===== src/rtl/io_switch_led_port.sv =====
`default_nettype none
// ============================================================================
// io_switch_led_port : minisys-32 MMIO responder (LED register, switches, chg)
// Optional macro IO_DEBOUNCE_EN adds a switch debounce FSM.   Rev 1.0
// ============================================================================
module io_switch_led_port #(
  parameter logic [31:0] IO_BASE         = 32'hFFFFFC00,
  parameter int unsigned DEBOUNCE_CYCLES = 10000
) (
  input  logic        clock,
  input  logic        reset,
  input  logic        io_read,
  input  logic        io_write,
  input  logic [31:0] addr,
  input  logic [31:0] wdata,
  output logic [31:0] rdata,
  output logic        rdata_valid,
  input  logic [15:0] switches,
  output logic [15:0] leds
);

  localparam logic [31:0] c_LED_ADDR    = IO_BASE + 32'h60;
  localparam logic [31:0] c_SW_ADDR     = IO_BASE + 32'h70;
  localparam logic [31:0] c_STATUS_ADDR = IO_BASE + 32'h74;

  logic [15:0] leds_q;
  logic [15:0] sync0_q;
  logic [15:0] sync1_q;
  logic        chg_q;
  logic        chg_d;
  logic [31:0] rdata_q;
  logic [31:0] rdata_d;
  logic        rdata_valid_q;
  logic        w_rd;
  logic        w_sw_set;
  logic [15:0] w_sw_commit;
  logic        w_unused_bits;

  assign w_unused_bits = ^wdata[31:16];

  // A simultaneous write wins; the read slot produces no response.
  assign w_rd = io_read & ~io_write;

  always_comb begin
    rdata_d = 32'h0;
    case (addr)
      c_LED_ADDR:    rdata_d = {16'h0, leds_q};
      c_SW_ADDR:     rdata_d = {16'h0, w_sw_commit};
      c_STATUS_ADDR: rdata_d = {31'h0, chg_q};
      default:       rdata_d = 32'h0;
    endcase
  end

  // Set has priority over the clear-on-read.
  assign chg_d = w_sw_set | (chg_q & ~(w_rd && (addr == c_STATUS_ADDR)));

  always_ff @(posedge clock) begin
    if (reset) begin
      leds_q        <= 16'h0;
      sync0_q       <= 16'h0;
      sync1_q       <= 16'h0;
      chg_q         <= 1'b0;
      rdata_q       <= 32'h0;
      rdata_valid_q <= 1'b0;
    end else begin
      sync0_q       <= switches;
      sync1_q       <= sync0_q;
      chg_q         <= chg_d;
      rdata_valid_q <= w_rd;
      if (io_write && (addr == c_LED_ADDR)) leds_q <= wdata[15:0];
      if (w_rd) rdata_q <= rdata_d;
    end
  end

`ifdef IO_DEBOUNCE_EN
  localparam int unsigned c_CW = $clog2(DEBOUNCE_CYCLES + 1);
  localparam logic [c_CW-1:0] c_ONE     = c_CW'(1);
  localparam logic [c_CW-1:0] c_LAST_M1 = c_CW'(DEBOUNCE_CYCLES - 1);

  typedef enum logic [0:0] {
    ST_STABLE   = 1'b0,
    ST_COUNTING = 1'b1
  } db_state_t;

  db_state_t   state_q;
  logic [15:0] cand_q;
  logic [15:0] committed_q;
  logic [c_CW-1:0] cnt_q;

  // Commit fires on the cycle whose increment would reach DEBOUNCE_CYCLES.
  always_comb begin
    w_sw_set = 1'b0;
    if (state_q == ST_STABLE)
      w_sw_set = (DEBOUNCE_CYCLES == 1) && (sync1_q != committed_q);
    else
      w_sw_set = (sync1_q == cand_q) && (cnt_q >= c_LAST_M1);
  end

  always_ff @(posedge clock) begin
    if (reset) begin
      state_q     <= ST_STABLE;
      cand_q      <= 16'h0;
      committed_q <= 16'h0;
      cnt_q       <= '0;
    end else begin
      case (state_q)
        ST_STABLE: begin
          if (sync1_q != committed_q) begin
            cand_q <= sync1_q;
            cnt_q  <= c_ONE;
            if (w_sw_set) committed_q <= sync1_q;
            else          state_q     <= ST_COUNTING;
          end
        end
        ST_COUNTING: begin
          if (sync1_q != cand_q) begin
            cand_q <= sync1_q;
            cnt_q  <= c_ONE;
            if (sync1_q == committed_q) state_q <= ST_STABLE;
          end else if (w_sw_set) begin
            committed_q <= cand_q;
            state_q     <= ST_STABLE;
          end else begin
            cnt_q <= cnt_q + c_ONE;
          end
        end
        default: state_q <= ST_STABLE;
      endcase
    end
  end

  assign w_sw_commit = committed_q;
`else
  localparam int unsigned c_unused_debounce = DEBOUNCE_CYCLES;

  assign w_sw_set    = (sync0_q != sync1_q);
  assign w_sw_commit = sync1_q;
`endif

  assign leds        = leds_q;
  assign rdata       = rdata_q;
  assign rdata_valid = rdata_valid_q;

endmodule
`default_nettype wire


===== config.mk =====
export PLATFORM = sky130hd
export DESIGN_NAME = io_switch_led_port
export DESIGN_NICKNAME = d
export VERILOG_FILES = /design/src/rtl/io_switch_led_port.sv
export SDC_FILE = /design/constraint.sdc
export NUM_CORES = 1
export LEC_CHECK = 0
export ABC_AREA = 0
export CAP_MARGIN = 5
export CORE_UTILIZATION = 36
export CTS_CLUSTER_SIZE = 20
export DETAILED_ROUTE_END_ITERATION = 7
export HOLD_SLACK_MARGIN = 0.08
export PLACE_DENSITY = 0.79
export SLEW_MARGIN = 10
export SYNTH_ARGS = -nofsm -noshare
export SYNTH_HDL_FRONTEND = slang
export SYNTH_SLANG_ARGS = --single-unit

===== constraint.sdc =====
create_clock -name clock -period 2.2 [get_ports clock]
set_clock_uncertainty 0.05 [all_clocks]
set_input_delay 0.44 -clock clock [delete_from_list [all_inputs] [get_ports clock]]
set_output_delay 0.44 -clock clock [all_outputs]
set_load 0.01 [all_outputs]

Yosys cells after proc, flatten, opt, wreduce, memory -nomap -nowiden
Index checks and enable logic that the tools add are counted.
Word-level totals
  register bits after elaboration: 82
  input bits: 84
  output and inout bits: 49
  word-level logic and storage cells: 18
Cells by class
  eq/ne operators: 4
  muxes and demuxes: 1
  bitwise operators: 5
  reduce and logical (&&, ||, !) cells: 2
Operators by type and width (number)
  32-bit == test, second input constant: 3
  16-bit case mux with 3 select lines: 1
  16-bit != test: 1
  1-bit bitwise AND: 2
  1-bit logical AND: 2
  1-bit inverter: 2
  1-bit OR: 1

Longest topological paths before layout
  depth after elaboration: 6
  mapped depth: 6
  mapped depth without buffers: 4

Least setup slack after synthesis
Ideal clock, no wire load.
  path type: input-to-reg
  from: in addr[1]
  to: reg leds_q[0] (netlist: leds[0])
  setup time: 0.072 ns
  arrival: 1.951 ns
  required time: 2.078 ns
  path slack: 0.127 ns
  stages: 6
  cell sequence: or4b_4 -> nor4_4 -> and4_1 -> buf_6 -> buf_12 -> mux2i_1
On the way
  longest elaborated chain between the ends: 2
RTL lines
  start, declared: line 14  | input logic [31:0] addr,
  32-bit == test: line 70  | if (io_write && (addr == c_LED_ADDR)) leds_q <= wdata[15:0];
  1-bit logical AND: line 70
  end signal, assigned: line 70
  end, declared: line 26  | logic [15:0] leds_q;
Every way passes these cells.
A chain may end at the register's enable or synchronous reset.

Worst setup path in the final report
  from: in addr[10]
  to: reg leds_q[9] (netlist: leds[9])
Same word-level chain as after synthesis.

==> run summary <==
P_sw = 565 uW
Slew headroom = 21.0%
Seq/Total Area, Yosys = 48.5%
Data arrival time of the critical path = 2.34 ns
DRT iter0 DRCs = 59
Worst Path Buf+Inv = 2
CTS H-tree lvls = 3
Final hold violation count = 0
RSZ-0062 raised after global routing = false
Setup ws final = 0.0744 ns
Starting density of the core = 37.4%
Global-route usage over all layers = 16.4%
Max-cap viol count = 0
Via/cell ratio = 4.40
Max Slew Vio Count = 0
Largest net degree at the start of global routing = 46
Fillers = 694
Clk buf depth = 2
Buffers on Ports = 100
TritonRoute pass-1 iters = 4
Highest clock rate = 470 MHz
Total grt overflow = 0
Number of global-route vias before repair = 2017
Pre-CTS setup slack = -0.327 ns
Number of antenna violations at the first check in global routing = 0
Final ANT Viol Nets = 0
Drt wl/cell = 13.1 um
# DRC = 0
Worst IR Drop VDD = 0.316 mV
Combinational share of power = 9.7%
Internal Power = 2060 uW
Most common cell after layout, fill and taps aside = clkdlybuf4s50_1
Critical path's slowest cell = or4bb_1
Final wirelength = 6250 um
Reg area = 0.00132 mm^2
Setup Buffers After CTS = 0
WHS = 0.405 ns
Clock sinks = 66
Required @ worst endpoint = 2.41 ns
Final Core Density = 55.1%
Synthesized instance count = 268
Yosys warning total = 0
Outcome = complete, no violations
Finished Cell Area = 0.00402 mm^2
Metal2 WL = 2910 um
CTS resizes = 0
# nets final = 457
Worst-Margin Slew = 1.18 ns
Clk root buf = clkbuf_8
Worst setup SP type = input port
Die Height = 89.0 um
Multi-input logic area = 0.00127 mm^2
Most frequent cells in the layout = clkdlybuf4s50_1, dfxtp_1, nor2b_1
Wire length on met3 = 326 um
Die area = 0.00793 mm^2
GPL Wtd Cong = 0.754
Chip Width = 89.0 um
Seq pwr share = 47.5%
Clk slew on worst S/H paths = 0.07 ns
CP delay by family, top = simple AND/OR/NAND/NOR gates
Crit path largest cell delay = 0.52 ns
Crit-path cells = clkdlybuf4s50_1 > or4bb_1 > nor4_4 > and4_4 > buf_12 > mux2i_1
CTS tree = built
Dpl hpwl = 4750 um
Core area = 0.00729 mm^2
Synth Register Bits = 66
Top layer reached by signal wires = met4
Dpl cell area = 0.00378 mm^2
Final setup fails = 0
Ant diodes = 0
First-pass GRT wire length = 9590 um
Yosys cell types = 29
Met1 wire length = 2920 um
Vias = 2098
Crit end category = flip-flop
Number of I/O pins = 133
CP Class = input port to flip-flop
TNS Setup = 0 ns
CP Max Fanout = 13
Hold Buf Count CTS = 0
Clk pwr share = 42.8%
P_leak = 0.00147 uW
Mapped Avg Cell Area = 10.2 um^2
Power Density = 653 mW/mm^2
Post-route minimum period = 2.13 ns
Total CTS buffers = 9
Area growth from synthesis to layout = 47.5%
Sw frac = 21.5%
Layout cells sized above 1 = 7.94%
HP Class = flip-flop to flip-flop
Synth Cell Area = 0.00273 mm^2
# rows = 31
Period utilisation layout = 96.6%
Clk Latency, worst-skew pair = 0.34 ns
==> cell families (layout without fill, tap and decap cells) <==
kind of cell,after synthesis,in the layout,share of synthesized area (%)
xor+xnor,16,16,5.14
buf+inv,30,125,7.25
mux,32,32,11.8
compound gates,19,19,3.76
flops,66,66,48.5
simple gates,104,104,23.5
other cells,1,16,0.138
==> flip-flops by register name, summed over array words and instances, names as in the netlist <==
name,flops
rdata_valid,1
sync1_q,16
leds,16
rdata,16
chg_q,1
sync0_q,16
==> tightest hold or removal path: cells and delay by family, from the launching register on <==
kind | cells | cell delay [ns]
simple gates | 1 | 0.04
compound gates | 1 | 0.05
flops | 1 | 0.33
==> power groups by stage <==
stage	clock network, uW	logic [uW]	registers (uW)
global route	1210	280	1250
floorplan	0	136	1270
finish	1120	255	1250
detailed placement	0	255	1270
global placement	0	252	1270
CTS	1160	257	1250
==> per-layer routing <==
metal  vias up  GRT usage (%)
li1       1070              -
met1       949           21.4
met2        69           25.5
met3        10           3.88
met4         0           7.79
met5         -              0
==> cell usage after synthesis (all sizes together) <==
library cell | n | share of area (%)
conb | 1 | 0.14
inv | 1 | 0.14
and3 | 1 | 0.23
nand4 | 10 | 2.3
nor4 | 3 | 1.5
a22oi | 1 | 0.28
dfxtp | 66 | 48
nand3 | 1 | 0.18
nor2b | 34 | 7.8
nor3 | 1 | 0.18
nand2 | 16 | 2.2
or4bb | 1 | 0.41
buf | 20 | 5.9
mux2i | 31 | 11
or4b | 1 | 0.50
xnor2 | 16 | 5.1
clkbuf | 9 | 1.2
nor2 | 2 | 0.28
mux2 | 1 | 0.41
and4 | 1 | 0.32
o21ai | 17 | 3.1
nand2b | 33 | 7.6
a311o | 1 | 0.37
==> area by class of cell <==
type | instances | area share [%]
Clock inverter | 6 | 2.24
Multi-Input combinational cell | 187 | 31.7
Inverter | 1 | 0.0934
Timing Repair Buffer | 108 | 26.6
Tap cell | 99 | 3.08
Sequential cell | 66 | 32.9
Clock buffer | 10 | 3.42
==> path summary, 6_finish.rpt <==
check	slack, ns	cells after the start	from	endpoint
setup / recovery	0.07	6	addr[10]	leds[9]
hold reg to reg	0.40	2	rdata[5]	rdata[5]
hold / removal	0.40	2	rdata[5]	rdata[5]
setup reg to reg	0.96	4	sync1_q[15]	chg_q
==> metrics by stage <==
step / total power [uW] / cells
finish: 2620 / 477
global route: 2740 / 477
CTS: 2660 / 477
detailed placement: 1530 / 461
global placement: 1520 / 461
floorplan: 1400 / 283
(Power assumes the default switching activity.)
